<file path="config.mk">
export PLATFORM = sky130hd
export DESIGN_NAME = pipe_multi_state
export DESIGN_NICKNAME = d
export VERILOG_FILES = /design/src/rtl/pipe_multi_state.sv
export SDC_FILE = /design/constraint.sdc
export NUM_CORES = 1
export LEC_CHECK = 0
export ABC_AREA = 0
export ABC_CLOCK_PERIOD_IN_PS = 7100
export BUFFER_PORTS_ARGS = -buffer_cell sky130_fd_sc_hd__buf_2
export CAP_MARGIN = 20
export CELL_PAD_IN_SITES_DETAIL_PLACEMENT = 1
export CELL_PAD_IN_SITES_GLOBAL_PLACEMENT = 2
export CORE_ASPECT_RATIO = 1.5
export CORE_MARGIN = 3
export CORE_UTILIZATION = 30
export DETAILED_ROUTE_END_ITERATION = 10
export GPL_TIMING_DRIVEN = 0
export PLACE_DENSITY = 0.69
export SETUP_SLACK_MARGIN = 0.1
export SYNTH_ARGS = -nofsm -noshare
export SYNTH_HDL_FRONTEND = slang
export SYNTH_SLANG_ARGS = --single-unit
</file>
<file path="constraint.sdc">
create_clock -name iClk -period 7.1 [get_ports iClk]
set_clock_uncertainty 0.15 [all_clocks]
set_input_delay 0 -clock iClk [delete_from_list [all_inputs] [get_ports iClk]]
set_output_delay 0 -clock iClk [all_outputs]
set_load 0.05 [all_outputs]
</file>
<file path="src/rtl/pipe_multi_state.sv">
`default_nettype none
// ============================================================================
// Module  : pipe_multi_state
// Brief   : Multi-channel pipe controller for the SpacyBird game core.
//           Staggered pipe spawning through a shared random-gap handshake,
//           per-channel IDLE/SPAWN/RUN/PASSED state machines, a saturating
//           score counter and a speed level that rises every SPEED_STEP
//           passed pipes.
// Revision: 1.0 - initial release
// ============================================================================
module pipe_multi_state #(
  parameter int NUM_PIPES  = 3,
  parameter int SCORE_W    = 10,
  parameter int SPEED_W    = 3,
  parameter int SPEED_MAX  = 7,
  parameter int SPEED_STEP = 5,
  parameter int SPAWN_GAP  = 64
) (
  input  logic                 iClk,
  input  logic                 iRst,
  input  logic                 iEnable,
  input  logic                 iTick,
  input  logic [NUM_PIPES-1:0] iPipe_Passed,
  input  logic [NUM_PIPES-1:0] iPipe_Gone,
  input  logic                 iRnd_Ready,
  output logic                 oRnd_Take,
  output logic [NUM_PIPES-1:0] oPipe_Pos_Rst,
  output logic [NUM_PIPES-1:0] oPipe_Pos_Move,
  output logic [NUM_PIPES-1:0] oActive,
  output logic                 oScore_Inc,
  output logic [SCORE_W-1:0]   oScore,
  output logic                 oPipe_Speed_Inc,
  output logic [SPEED_W-1:0]   oSpeed
);

  typedef enum logic [1:0] {
    ST_IDLE   = 2'd0,
    ST_SPAWN  = 2'd1,
    ST_RUN    = 2'd2,
    ST_PASSED = 2'd3
  } pipe_state_e;

  localparam int TMR_W = $clog2(SPAWN_GAP + 1);
  localparam int CNT_W = $clog2(NUM_PIPES + 1);
  // Pass counter keeps the remainder below SPEED_STEP plus one cycle's worth
  // of simultaneous passes; one extra bit of headroom on top of that.
  localparam int PC_W  = $clog2(SPEED_STEP + NUM_PIPES + 1) + 1;
  localparam int SUM_W = ((SCORE_W > CNT_W) ? SCORE_W : CNT_W) + 1;

  localparam logic [TMR_W-1:0]   C_TMR_FULL  = TMR_W'(SPAWN_GAP);
  localparam logic [SUM_W-1:0]   C_SCORE_MAX = SUM_W'({SCORE_W{1'b1}});
  localparam logic [PC_W-1:0]    C_STEP      = PC_W'(SPEED_STEP);
  localparam logic [SPEED_W-1:0] C_SPEED_MAX = SPEED_W'(SPEED_MAX);

  pipe_state_e st_q [NUM_PIPES];
  pipe_state_e st_d [NUM_PIPES];

  logic [TMR_W-1:0]     timer_q, timer_d;
  logic [SCORE_W-1:0]   score_q, score_d;
  logic [SPEED_W-1:0]   speed_q, speed_d;
  logic [PC_W-1:0]      pass_cnt_q, pass_cnt_d;
  logic                 rnd_take_q, rnd_take_d;
  logic [NUM_PIPES-1:0] pos_rst_q, pos_rst_d;
  logic [NUM_PIPES-1:0] pos_move_q, pos_move_d;
  logic                 score_inc_q, score_inc_d;
  logic                 speed_inc_q, speed_inc_d;

  logic [NUM_PIPES-1:0] spawn_sel;
  logic [NUM_PIPES-1:0] score_hit;
  logic                 any_spawning;
  logic                 any_idle;
  logic                 do_spawn;
  logic                 sel_found;
  logic [CNT_W-1:0]     n_scored;
  logic [SUM_W-1:0]     score_sum;
  logic [PC_W-1:0]      pass_sum;

  // Spawn arbitration: pick the lowest idle channel once the gap timer is full
  // and nobody is waiting on the random source; timer stalls during SPAWN.
  always_comb begin
    any_spawning = 1'b0;
    any_idle     = 1'b0;
    spawn_sel    = '0;
    sel_found    = 1'b0;
    timer_d      = timer_q;
    for (int k = 0; k < NUM_PIPES; k++) begin
      if (st_q[k] == ST_SPAWN) any_spawning = 1'b1;
      if (st_q[k] == ST_IDLE)  any_idle     = 1'b1;
    end
    do_spawn = iEnable && (timer_q == C_TMR_FULL) && !any_spawning && any_idle;
    for (int k = 0; k < NUM_PIPES; k++) begin
      if (do_spawn && !sel_found && (st_q[k] == ST_IDLE)) begin
        spawn_sel[k] = 1'b1;
        sel_found    = 1'b1;
      end
    end
    if (iEnable) begin
      if (do_spawn) begin
        timer_d = '0;
      end else if (!any_spawning && iTick && (timer_q < C_TMR_FULL)) begin
        timer_d = timer_q + TMR_W'(1);
      end
    end
  end

  // Per-channel next state plus the reset/move/score events each channel raises.
  always_comb begin
    st_d       = st_q;
    pos_rst_d  = '0;
    pos_move_d = '0;
    score_hit  = '0;
    rnd_take_d = 1'b0;
    for (int k = 0; k < NUM_PIPES; k++) begin
      if (iEnable) begin
        case (st_q[k])
          ST_IDLE: begin
            if (spawn_sel[k]) st_d[k] = ST_SPAWN;
          end
          ST_SPAWN: begin
            if (iRnd_Ready) begin
              st_d[k]      = ST_RUN;
              pos_rst_d[k] = 1'b1;
              rnd_take_d   = 1'b1;
            end
          end
          ST_RUN: begin
            pos_move_d[k] = iTick;
            if (iPipe_Gone[k]) begin
              st_d[k]      = ST_IDLE;
              score_hit[k] = iPipe_Passed[k];
            end else if (iPipe_Passed[k]) begin
              st_d[k]      = ST_PASSED;
              score_hit[k] = 1'b1;
            end
          end
          ST_PASSED: begin
            pos_move_d[k] = iTick;
            if (iPipe_Gone[k]) st_d[k] = ST_IDLE;
          end
          default: st_d[k] = ST_IDLE;
        endcase
      end
    end
  end

  // Score accumulation with saturation and speed level stepping.
  always_comb begin
    n_scored    = '0;
    score_d     = score_q;
    speed_d     = speed_q;
    pass_cnt_d  = pass_cnt_q;
    score_inc_d = 1'b0;
    speed_inc_d = 1'b0;
    for (int k = 0; k < NUM_PIPES; k++) begin
      n_scored = n_scored + CNT_W'(score_hit[k]);
    end
    score_sum = SUM_W'(score_q) + SUM_W'(n_scored);
    pass_sum  = pass_cnt_q + PC_W'(n_scored);
    if (iEnable) begin
      if (n_scored != '0) begin
        score_inc_d = 1'b1;
        score_d     = (score_sum > C_SCORE_MAX) ? C_SCORE_MAX[SCORE_W-1:0]
                                                : score_sum[SCORE_W-1:0];
      end
      pass_cnt_d = pass_sum;
      if (pass_sum >= C_STEP) begin
        pass_cnt_d = pass_sum - C_STEP;
        if (speed_q < C_SPEED_MAX) begin
          speed_d     = speed_q + SPEED_W'(1);
          speed_inc_d = 1'b1;
        end
      end
    end
  end

  // State and output registers; reset leaves the timer full so the first
  // enabled edge spawns immediately.
  always_ff @(posedge iClk or negedge iRst) begin
    if (!iRst) begin
      for (int k = 0; k < NUM_PIPES; k++) st_q[k] <= ST_IDLE;
      timer_q     <= C_TMR_FULL;
      score_q     <= '0;
      speed_q     <= '0;
      pass_cnt_q  <= '0;
      rnd_take_q  <= 1'b0;
      pos_rst_q   <= '0;
      pos_move_q  <= '0;
      score_inc_q <= 1'b0;
      speed_inc_q <= 1'b0;
    end else begin
      for (int k = 0; k < NUM_PIPES; k++) st_q[k] <= st_d[k];
      timer_q     <= timer_d;
      score_q     <= score_d;
      speed_q     <= speed_d;
      pass_cnt_q  <= pass_cnt_d;
      rnd_take_q  <= rnd_take_d;
      pos_rst_q   <= pos_rst_d;
      pos_move_q  <= pos_move_d;
      score_inc_q <= score_inc_d;
      speed_inc_q <= speed_inc_d;
    end
  end

  // Active flags decode directly from the registered channel states.
  always_comb begin
    oActive = '0;
    for (int k = 0; k < NUM_PIPES; k++) begin
      oActive[k] = (st_q[k] == ST_RUN) || (st_q[k] == ST_PASSED);
    end
  end

  assign oRnd_Take       = rnd_take_q;
  assign oPipe_Pos_Rst   = pos_rst_q;
  assign oPipe_Pos_Move  = pos_move_q;
  assign oScore_Inc      = score_inc_q;
  assign oScore          = score_q;
  assign oPipe_Speed_Inc = speed_inc_q;
  assign oSpeed          = speed_q;

endmodule
`default_nettype wire
</file>
# --- After elaboration in Yosys (flattened, before gate mapping) ---
# Index checks and enable logic that the tools add are counted.
op_classes:
  add_sub_neg: 7
  multipliers: 0
  div: 0
  n_lt_le_gt_ge: 4
  eq_ne: 22
  shifts: 0
  mux: 66
  n_bitwise: 0
  n_reduce_logical: 30
op_table:
  columns: ["op", "count"]
  rows:
  - ["$mux 1", 46]
  - ["$mux 2", 13]
  - ["$pmux 2 s4", 3]
  - ["$ne 2x2->1 const B", 9]
  - ["$reduce_and 5->1", 3]
  - ["$mux 7", 2]
  - ["$eq 2x2->1 const B", 6]
  - ["$add 10x2->11", 1]
  - ["$gt 11x10->1 const B", 1]
  - ["$logic_and 1x1->1", 10]
  - ["$mux 10", 1]
  - ["$ne 3x3->1 const B", 3]
  - ["$add 7x1->7 const B", 1]
  - ["$eq 7x7->1 const B", 1]
  - ["$lt 7x7->1 const B", 1]
  - ["$eq 2x1->1 const B", 3]
  - ["$logic_not 2->1", 3]
  - ["$reduce_or 2->1", 3]
  - ["$add 5x2->5", 1]
  - ["$ge 5x3->1 const B", 1]
  - ["$mux 5", 1]
  - ["$sub 5x3->5 const B", 1]
  - ["$reduce_and 2->1", 2]
  - ["$reduce_bool 2->1", 2]
  - ["7 further kinds", 11]
totals:
  regBits: 40
  latch_bits: 0
  mem_bits_rw: 0
  mem_bits_ro: 0
  in_bits: 11
  output_inout_bits: 25
  word_cells: 141
  n_memories: 0

# --- Logic depth before layout (Yosys ltp) ---
# Gate-level depths: netlist of the first run.
depth:
  ltp_word: 19
  depth_mapped: 14

# --- Worst setup path after synthesis of the first run ---
# No wires, ideal clock.
synth_path:
  path_type: "flip-flop to flip-flop"
  from: "register st_q[4] (netlist name)"
  to: "register speed_q[0], in the netlist oSpeed[0]"
  setup_ps: 125
  t_arrival_ps: 3143
  required_ps: 6825
  slack_ps: 3682
  path_stages_with_launch: 13
  path_buffers: 0
  cell_sequence: "dfrtp_1 -> nand4b_1 -> fa_1 -> inv_1 -> ha_1 -> fa_1 -> inv_1 -> ha_1 -> nor3_1 -> or2_4 -> nand3_4 -> nand2_1 -> mux2_4"
synth_via:
  elab_chain_cells: 8
synth_rtl:
  columns: ["item", "line_no", "text"]
  rows:
  - ["start, declared", "55", "pipe_state_e st_q [NUM_PIPES];"]
  - ["$eq 2x2->1", "115", "case (st_q[k])"]
  - ["$mux 1", "115", null]
  - ["$mux 1", "114", "if (iEnable) begin"]
  - ["$add 1x1->2", "155", "n_scored = n_scored + CNT_W'(score_hit[k]);"]
  - ["$add 2x1->2", "155", null]
  - ["$add 5x2->5", "158", "pass_sum = pass_cnt_q + PC_W'(n_scored);"]
  - ["$ge 5x3->1", "166", "if (pass_sum >= C_STEP) begin"]
  - ["$reduce_and 3->1 (no line)", null, null]
  - ["end signal, assigned", "194", "speed_q <= speed_d;"]
  - ["end, declared", "60", "logic [SPEED_W-1:0] speed_q, speed_d;"]
# No other way between the ends.
# A chain may end at the register's enable or synchronous reset.

# --- Final worst setup path of the first run ---
# Ends and elaborated chain as after synthesis.

==> flow_metrics.py, run 1 <==
metrics = {
    "run_status": {
        "status": "complete, no violations",
    },
    "timing": {
        "setup_slack_ps": 3340,
        "fin_hold_ws_ps": 16.9,
        "setup_viol": 0,
        "relSlewSlack_pct": 38.6,
        "tightest_slew_ps": 921,
        "max_freq_mhz": 266,
        "period_share_pct": 52.9,
        "rsz0062_at_grt": "false",
        "maxSlewViolCount": 0,
        "fin_crit_ps": 3760,
        "setup_tns_ps": 0,
        "finalHoldViolations": 0,
    },
    "logic_synthesis": {
        "synth-main-ff-cell": "dfrtp_1",
        "yosysMostFrequentCell": "dfrtp_1",
        "synth_area_mm2": 0.00226,
        "synth.area.top_cells": "dfrtp_1, ha_1, nand2_1, xnor2_1, nor2_1",
        "synth_top_area_share_pct": 43.2,
        "async_flop_share_pct": 100,
        "synth_top_area_cell": "dfrtp_1",
        "synth_top_cells_by_count": "dfrtp_1, nand2_1, nor2_1, inv_1, nand3_1",
        "synthDistinctLibCells": 49,
        "ys_seq_area_share_pct": 44.4,
        "syn_inst": 224,
        "ys_ff_latch": 40,
        "synth_edf_count": 0,
        "avgSynthCellArea_um2": 10.1,
        "syn-num-nets": 247,
        "yosysWarnings": 0,
    },
    "routing": {
        "wire_per_inst_um": 14.1,
        "ant_nets": 0,
        "drc_errors": 0,
        "drt_iter0_markers": 69,
        "vias": 1809,
        "dr.pass1.iters": 4,
        "viasPerCell": 4.84,
        "wl_mm": 5.26,
    },
    "worst_setup_path": {
        "rr_startpoint": "st_q[4]",
        "critPathMaxFanout": 10,
        "crit_arrival_ps": 3780,
        "cp-start-kind": "flop",
        "startpoint": "st_q[4]",
        "cp.required_ps": 7120,
        "worst-setup-path-type": "reg -> reg",
        "end_kind": "flop",
    },
    "min_path": {
        "min_from": "iPipe_Passed[1]",
        "hold_path.class": "in -> reg",
    },
    "clock_tree": {
        "htree_levels": 2,
        "root_buffer": "clkbuf_8",
        "cts_num_sinks": 40,
        "postCtsHoldBufs": 7,
        "clock_latency_ps": 280,
        "clk_pin_slew_ps": 80,
        "clk_path_buf_depth": 2,
        "cts_setup_buffers": 0,
        "cts_resized": 0,
        "numCtsBuffers": 5,
        "cts_tree": "done",
    },
    "die": {
        "io_pins": 36,
        "dieArea_mm2": 0.00862,
        "core_mm2": 0.00727,
        "die_width_um": 76.8,
        "placement_rows": 38,
        "die_y_um": 112,
        "initial_core_util_pct": 31.0,
    },
    "place": {
        "placed_area_mm2": 0.00256,
        "pre_cts_ws_ps": 3010,
        "post-dp-hpwl_mm": 3.98,
        "gp_congestion": 0.709,
        "port_buffers": 35,
    },
    "global_routing": {
        "grt_overflow": 0,
        "grt_pass1_vias": 1931,
        "grt_max_degree": 41,
        "grt_pass1_wl_mm": 9.36,
        "grt_usage_pct": 13.2,
        "grt_antenna_before_repair": 0,
    },
    "power": {
        "vdd_drop_max_mv": 0.141,
        "power.density_mw_per_mm2": 316,
        "p_leak_nw": 1.37,
    },
    "layout": {
        "seqCellArea_mm2": 0.00100,
        "syn2layout_area_growth_pct": 20.5,
        "multi_input_area_mm2": 0.00116,
        "fillCellCount": 861,
        "antenna_cells": 0,
        "final_area_mm2": 0.00272,
        "drive_above_1_share_pct": 23.7,
        "num-nets-final": 296,
    },
    "job": {
        "cap_violations": 0,
    },
}
[logic make-up after synthesis]
group / count (synthesis) / synth area share (%)
DFF: 40 / 44.4
buffers and inverters: 22 / 4.32
and+or+nand+nor: 84 / 20.6
AOI/OAI and AO/OA: 46 / 14.5
muxes: 7 / 3.49
xor gates and xnor gates: 13 / 5.04
adders and majority gates: 12 / 7.65
[layout by cell type (no fill, tap or decap), drive strengths merged, types with 3 or more instances in the layout]
master	n
buf	42
dfrtp	39
nand2	22
nor2	20
o21ai	13
inv	11
nand3	11
clkbuf	10
xnor2	9
and3	9
ha	9
a31oi	7
a21oi	7
dlygate4sd3	7
nand2b	6
a21o	4
xor2	4
nor3	4
mux2	4
nand4b	3
o31a	3
mux2i	3
fa	3
o31ai	3
[sequential cells by signal (all words and copies together) (netlist names)]
register / flops
oRnd_Take: 1
st_q: 6
timer_q: 7
oSpeed: 3
oPipe_Pos_Rst: 3
oScore_Inc: 1
oPipe_Speed_Inc: 1
oScore: 10
pass_cnt_q: 5
oPipe_Pos_Move: 3
[metrics by stage]
stage / utilization [%] / std cells / power (mW)
floorplan: - / 224 / 0.622
global placement: 35.2 / 359 / 0.703
detailed placement: 35.2 / 359 / 0.710
CTS: 37.4 / 374 / 0.879
global route: 37.4 / 374 / 0.938
finish: 37.4 / 374 / 0.859
[worst max-delay path: stages (launching register included)]
cell,delay [ps]
dfrtp_1,450
nand4b_1,230
fa_1,580
inv_1,70
ha_1,220
fa_1,540
inv_1,90
ha_1,200
nor3_1,280
or2_4,200
nand3_4,160
nand2_1,160
mux2_4,300
[metal layers]
metal / global-route usage [%] / vias up / wire length [um]
met2: 25.0 / 22 / 2960
met5: 0 / - / 0
li1: - / 879 / -
met1: 15.1 / 903 / 2120
met4: 3.75 / 0 / 53
met3: 2.09 / 5 / 129
[power by group]
group / total (mW) / switching, mW / leakage [nW] / internal [mW]
registers: 0.333 / 0.0543 / 0.525 / 0.279
logic: 0.371 / 0.222 / 0.795 / 0.148
clock network: 0.156 / 0.0782 / 0.0510 / 0.0776
[area by class of cell]
| class | count | share of cell area (%) |
|---|---|---|
| well taps | 100 | 4.60 |
| clock buffers | 6 | 3.04 |
| flip-flops and latches | 40 | 36.8 |
| multi-input cells | 162 | 42.5 |
| clock inverters | 2 | 0.368 |
| repair buffers | 42 | 9.02 |
| plain buffers | 11 | 2.07 |
| inverters | 11 | 1.52 |
[path summary, 6_finish.rpt]
check | end | slack, ps | cells past startpoint
worst min-delay path | st_q[2] | 20 | 3
max in group asynchronous | timer_q[2] | 5990 | 2
worst max-delay path | oSpeed[0] | 3340 | 12
worst max register to register | oSpeed[0] | 3340 | 12
worst min register to register | timer_q[5] | 380 | 1
min in group asynchronous | oScore[9] | 230 | 2
(Power assumes the default switching activity.)
==> inputs of run 2 (changes only) <==
- ABC_CLOCK_PERIOD_IN_PS: 7100 -> 3500
- clock period: 7.1 -> 3.5 ns (I/O delays scaled with it)
==> flow_metrics.py, run 2 (synthesized netlist as in run 1, its figures left out) <==
metrics = {
    "run_status": {
        "status": "complete, no violations",
    },
    "timing": {
        "tightest_slew_ps": 915,
        "setup_tns_ps": 0,
        "finalHoldViolations": 0,
        "maxSlewViolCount": 0,
        "setup_viol": 0,
        "period_share_pct": 94.8,
        "fin_crit_ps": 3320,
        "relSlewSlack_pct": 39.0,
        "max_freq_mhz": 301,
        "rsz0062_at_grt": "true",
    },
    "die": {
        "placement_rows": 38,
        "dieArea_mm2": 0.00862,
        "die_y_um": 112,
        "io_pins": 36,
        "die_width_um": 76.8,
        "initial_core_util_pct": 31.0,
        "core_mm2": 0.00727,
    },
    "global_routing": {
        "grt_overflow": 0,
        "grt_pass1_vias": 2015,
        "grt_antenna_before_repair": 0,
        "grt_usage_pct": 13.8,
        "grt_pass1_wl_mm": 9.60,
        "grt_max_degree": 41,
    },
    "worst_setup_path": {
        "max_stage_delay_ps": 590,
        "cp-start-kind": "flop",
        "startpoint": "st_q[5]",
        "critPathMaxFanout": 7,
        "crit_slowest_cell": "fa_1",
        "worstSetupEndpoint": "pass_cnt_q[0]",
        "crit_arrival_ps": 3350,
        "cp.required_ps": 3530,
        "end_kind": "flop",
        "worst-setup-path-type": "reg -> reg",
        "path_cells": "buf_6, nand4b_1, fa_1, inv_2, ha_4, fa_1, inv_2, ha_4, nor3_4, or2_4, nand3_4, xnor2_2, mux2_4",
        "reg2reg_depth": 13,
        "reg2reg_slack_ps": 180,
        "rr_endpoint": "pass_cnt_q[0]",
        "rr_startpoint": "st_q[5]",
    },
    "layout": {
        "syn2layout_area_growth_pct": 31.2,
        "final_common_cell": "buf_2",
        "largest_reg_flops": 10,
        "antenna_cells": 0,
        "multi_input_area_mm2": 0.00123,
        "post-route-util_pct": 40.7,
        "seqCellArea_mm2": 0.00100,
        "drive_above_1_share_pct": 32.0,
        "most-common-layout-cells": "buf_2, dfrtp_1, nand2_1, nor2_1, buf_4",
        "fillCellCount": 836,
        "final_area_mm2": 0.00296,
        "num-nets-final": 316,
    },
    "routing": {
        "wire_per_inst_um": 14.4,
        "drc_errors": 0,
        "viasPerCell": 4.80,
        "ant_nets": 0,
        "drt_iter0_markers": 50,
        "dr.pass1.iters": 4,
        "vias": 1893,
        "wl_mm": 5.68,
    },
    "place": {
        "gp_congestion": 0.718,
        "post-dp-hpwl_mm": 4.02,
        "port_buffers": 35,
        "placed_area_mm2": 0.00256,
    },
    "clock_tree": {
        "cts_tree": "done",
        "cts_num_sinks": 40,
        "clock_latency_ps": 290,
        "clk_pin_slew_ps": 80,
        "htree_levels": 2,
        "numCtsBuffers": 5,
        "root_buffer": "clkbuf_8",
        "clk_path_buf_depth": 2,
    },
    "power": {
        "power.density_mw_per_mm2": 661,
        "p_leak_nw": 1.49,
        "vdd_drop_max_mv": 0.328,
    },
    "min_path": {
        "hold_path.class": "in -> reg",
    },
    "job": {
        "cap_violations": 0,
    },
}
run 2: changes by cell type in the layout (fill, tap and decap cells not counted), sizes merged:
cell         change
dlygate4sd3      +2
buf             +18
run 2: stage by stage:
step	worst slack [ps]	instances	hold WS, ps	power [mW]
2_1_floorplan	113	224	-446	1.27
3_3_place_gp	-485	359	56.5	1.43
3_5_place_dp	-510	359	46.0	1.45
4_1_cts	112	386	34.8	1.91
5_1_grt	11.4	394	78.6	2.12
6_report	183	394	30.6	1.96
run 2: layout make-up:
cell class | instances | area share, %
Timing Repair Buffer | 62 | 13.6
Multi-Input combinational cell | 162 | 41.5
Buffer | 11 | 2.20
Sequential cell | 40 | 33.9
Tap cell | 100 | 4.22
Inverter | 11 | 1.39
Clock buffer | 6 | 2.79
Clock inverter | 2 | 0.338
run 2: routing by layer:
layer  GRT usage (%)  vias to the layer above  share of wire (%)
li1                -                      919                  -
met1            15.3                      949                 40
met2            26.5                       21                 57
met3            2.41                        4                2.1
met4            3.63                        0               0.93
met5               0                        -                  0
run 2: power by group:
| group | switching (mW) | internal [mW] | total (mW) | leakage, nW |
|---|---|---|---|---|
| Sequential | 0.112 | 0.566 | 0.678 | 0.523 |
| Clock | 0.165 | 0.157 | 0.322 | 0.0510 |
| Combinational | 0.524 | 0.435 | 0.959 | 0.912 |
| Total | 0.801 | 1.16 | 1.96 | 1.49 |
run 2: worst min-delay path by stage:
| stage | from | depth (start not counted) | slack, ps | to |
|---|---|---|---|---|
| 2_1_floorplan | iRst | 0 | -450 | oPipe_Pos_Move[0] |
| 3_3_place_gp | iRst | 1 | 60 | oScore[8] |
| 3_5_place_dp | iRst | 1 | 50 | oScore[8] |
| 4_1_cts | iEnable | 4 | 30 | timer_q[2] |
| 5_1_grt | iEnable | 4 | 80 | timer_q[2] |
| 6_report | iEnable | 4 | 30 | timer_q[0] |
run 2: critical path, delay by kind of cell, from the launching register on:
| family | cells | cell delay [ps] |
|---|---|---|
| xor+xnor | 1 | 180 |
| fa+ha+maj | 4 | 1430 |
| buf+inv | 3 | 230 |
| flops | 1 | 350 |
| mux | 1 | 250 |
| simple gates | 4 | 610 |
run 2: timing repair:
item	CTS	global route
hold endpoints to repair	52	0
pin swaps	6	8
hold buffers	9	0
buffers inserted	10	8
gates resized for setup	11	5
endpoints found under the setup margin	8	8
gates cloned	0	0
==> inputs of run 3 (changes only) <==
- RECOVER_POWER: not set -> 100
==> flow_metrics.py, run 3 (synthesized netlist as in run 1, its figures left out) <==
metrics = {
    "power": {
        "swShare_pct": 41.5,
        "p_total_mw": 1.91,
        "pwr-share-comb_pct": 47.7,
        "vdd_drop_max_mv": 0.328,
        "p_int_mw": 1.12,
        "power.share.clock_pct": 16.9,
        "p_leak_nw": 1.34,
        "power.density_mw_per_mm2": 664,
        "seq_power_share_pct": 35.4,
        "p_switching_mw": 0.793,
    },
    "timing": {
        "period_share_pct": 94.8,
        "relSlewSlack_pct": -47.8,
        "fin_crit_ps": 3320,
        "tightest_slew_ps": 2220,
        "max_freq_mhz": 301,
        "finalHoldViolations": 0,
        "maxSlewViolCount": 41,
        "rsz0062_at_grt": "true",
        "setup_viol": 0,
    },
    "worst_setup_path": {
        "cp.required_ps": 3530,
        "startpoint": "st_q[1]",
        "cp-start-kind": "flop",
        "cp_num_buf_inv": 3,
        "end_kind": "flop",
        "path_cells": "buf_4, nand4b_1, fa_1, inv_2, ha_2, fa_1, inv_2, ha_4, nor3_4, or2_4, nand3_4, xnor2_2, mux2_4",
        "worst-setup-path-type": "reg -> reg",
        "rr_startpoint": "st_q[1]",
        "max_stage_delay_ps": 560,
        "crit_slowest_cell": "fa_1",
        "crit_arrival_ps": 3340,
        "critPathTopFamily": "adder cells",
        "critPathMaxFanout": 9,
    },
    "global_routing": {
        "grt_overflow": 0,
        "grt_pass1_wl_mm": 9.60,
        "grt_pass1_vias": 2015,
        "grt_max_degree": 41,
        "grt_antenna_before_repair": 0,
        "grt_usage_pct": 13.8,
    },
    "die": {
        "die_y_um": 112,
        "die_width_um": 76.8,
        "core_mm2": 0.00727,
        "io_pins": 36,
        "dieArea_mm2": 0.00862,
        "placement_rows": 38,
        "initial_core_util_pct": 31.0,
    },
    "layout": {
        "num-nets-final": 316,
        "syn2layout_area_growth_pct": 27.4,
        "drive_above_1_share_pct": 20.4,
        "antenna_cells": 0,
        "most-common-layout-cells": "dfrtp_1, clkbuf_1, nand2_1, nor2_1, buf_4",
        "final_common_cell": "dfrtp_1",
        "final_area_mm2": 0.00288,
        "largest_reg_flops": 10,
    },
    "place": {
        "gp_congestion": 0.718,
        "post-dp-hpwl_mm": 4.02,
        "port_buffers": 35,
        "placed_area_mm2": 0.00256,
    },
    "clock_tree": {
        "htree_levels": 2,
        "clock_latency_ps": 290,
        "cts_tree": "done",
        "root_buffer": "clkbuf_8",
        "numCtsBuffers": 5,
        "clk_pin_slew_ps": 80,
        "cts_num_sinks": 40,
        "clk_path_buf_depth": 2,
    },
    "run_status": {
        "status": "complete, but fails checks",
        "violations": "max-capacitance violations, max-slew violations",
    },
    "routing": {
        "ant_nets": 0,
        "wl_mm": 5.70,
        "vias": 1900,
        "viasPerCell": 4.82,
        "drc_errors": 0,
        "drt_iter0_markers": 48,
        "wire_per_inst_um": 14.5,
        "dr.pass1.iters": 4,
    },
    "min_path": {
        "hold_path.class": "in -> reg",
        "min_from": "iEnable",
    },
    "job": {
        "cap_violations": 1,
    },
}
==> run 3: changes by cell type in the layout (fill, tap and decap cells not counted), sizes merged <==
cell / before / now
buf: 60 / 26
clkbuf: 10 / 44
==> run 3: metal layers <==
metal,up-vias,track usage (%),part of all wire [%],wire length [um]
met5,-,0,0,0
met4,0,3.63,0.93,53
met3,4,2.41,2.2,128
met2,21,26.5,57,3240
met1,956,15.3,40,2280
li1,919,-,-,-
==> run 3: timing repair <==
item | CTS | global route
hold buffers | 9 | 0
pin swaps | 6 | 8
hold endpoints to repair | 52 | 0
setup endpoints to repair | 8 | 8
resized for setup | 11 | 5
setup buffers | 10 | 8
==> run 3: layout make-up <==
cell class	instances	area (um2)
Clock inverter	2	10.0
Inverter	11	41.3
Tap cell	100	125
Timing Repair Buffer	62	354
Fill cell	854	4400
Sequential cell	40	1000
Multi-Input combinational cell	162	1200
Buffer	11	56.3
Clock buffer	6	82.6
==> run 3: power by group through the flow <==
stage	registers [mW]	logic [mW]	clock network, mW
detailed placement	0.686	0.768	0
global placement	0.684	0.751	0
CTS	0.675	0.894	0.340
floorplan	0.768	0.502	0
finish	0.676	0.912	0.322
global route	0.697	1.01	0.359
==> run 3: worst min-delay path: stages <==
cell and delay, ps:
buf_2 130, nand3_1 90, nor3_1 120, nor2_1 120
==> run 3: worst paths after layout <==
kind	end	slack [ps]	cells past startpoint
hold / removal	timer_q[0]	60	4
setup reg to reg	pass_cnt_q[0]	180	13
min in group asynchronous	oScore[8]	750	2
max in group asynchronous	st_q[2]	1030	2
hold reg to reg	timer_q[5]	360	1
setup / recovery	pass_cnt_q[0]	180	13
==> run 3: stage by stage <==
| step | hold WS, ps | TNS [ps] | worst slack [ps] | std cells | util (%) |
|---|---|---|---|---|---|
| after global placement | 56.5 | -3070 | -485 | 359 | 35.3 |
| after floorplan | -446 | 0 | 113 | 224 | - |
| after detailed placement | 46.0 | -3270 | -510 | 359 | 35.3 |
| after CTS | 34.8 | 0 | 112 | 386 | 39.3 |
| after global routing | 100 | 0 | 11.9 | 394 | 39.5 |
| final | 61.4 | 0 | 183 | 394 | 39.5 |
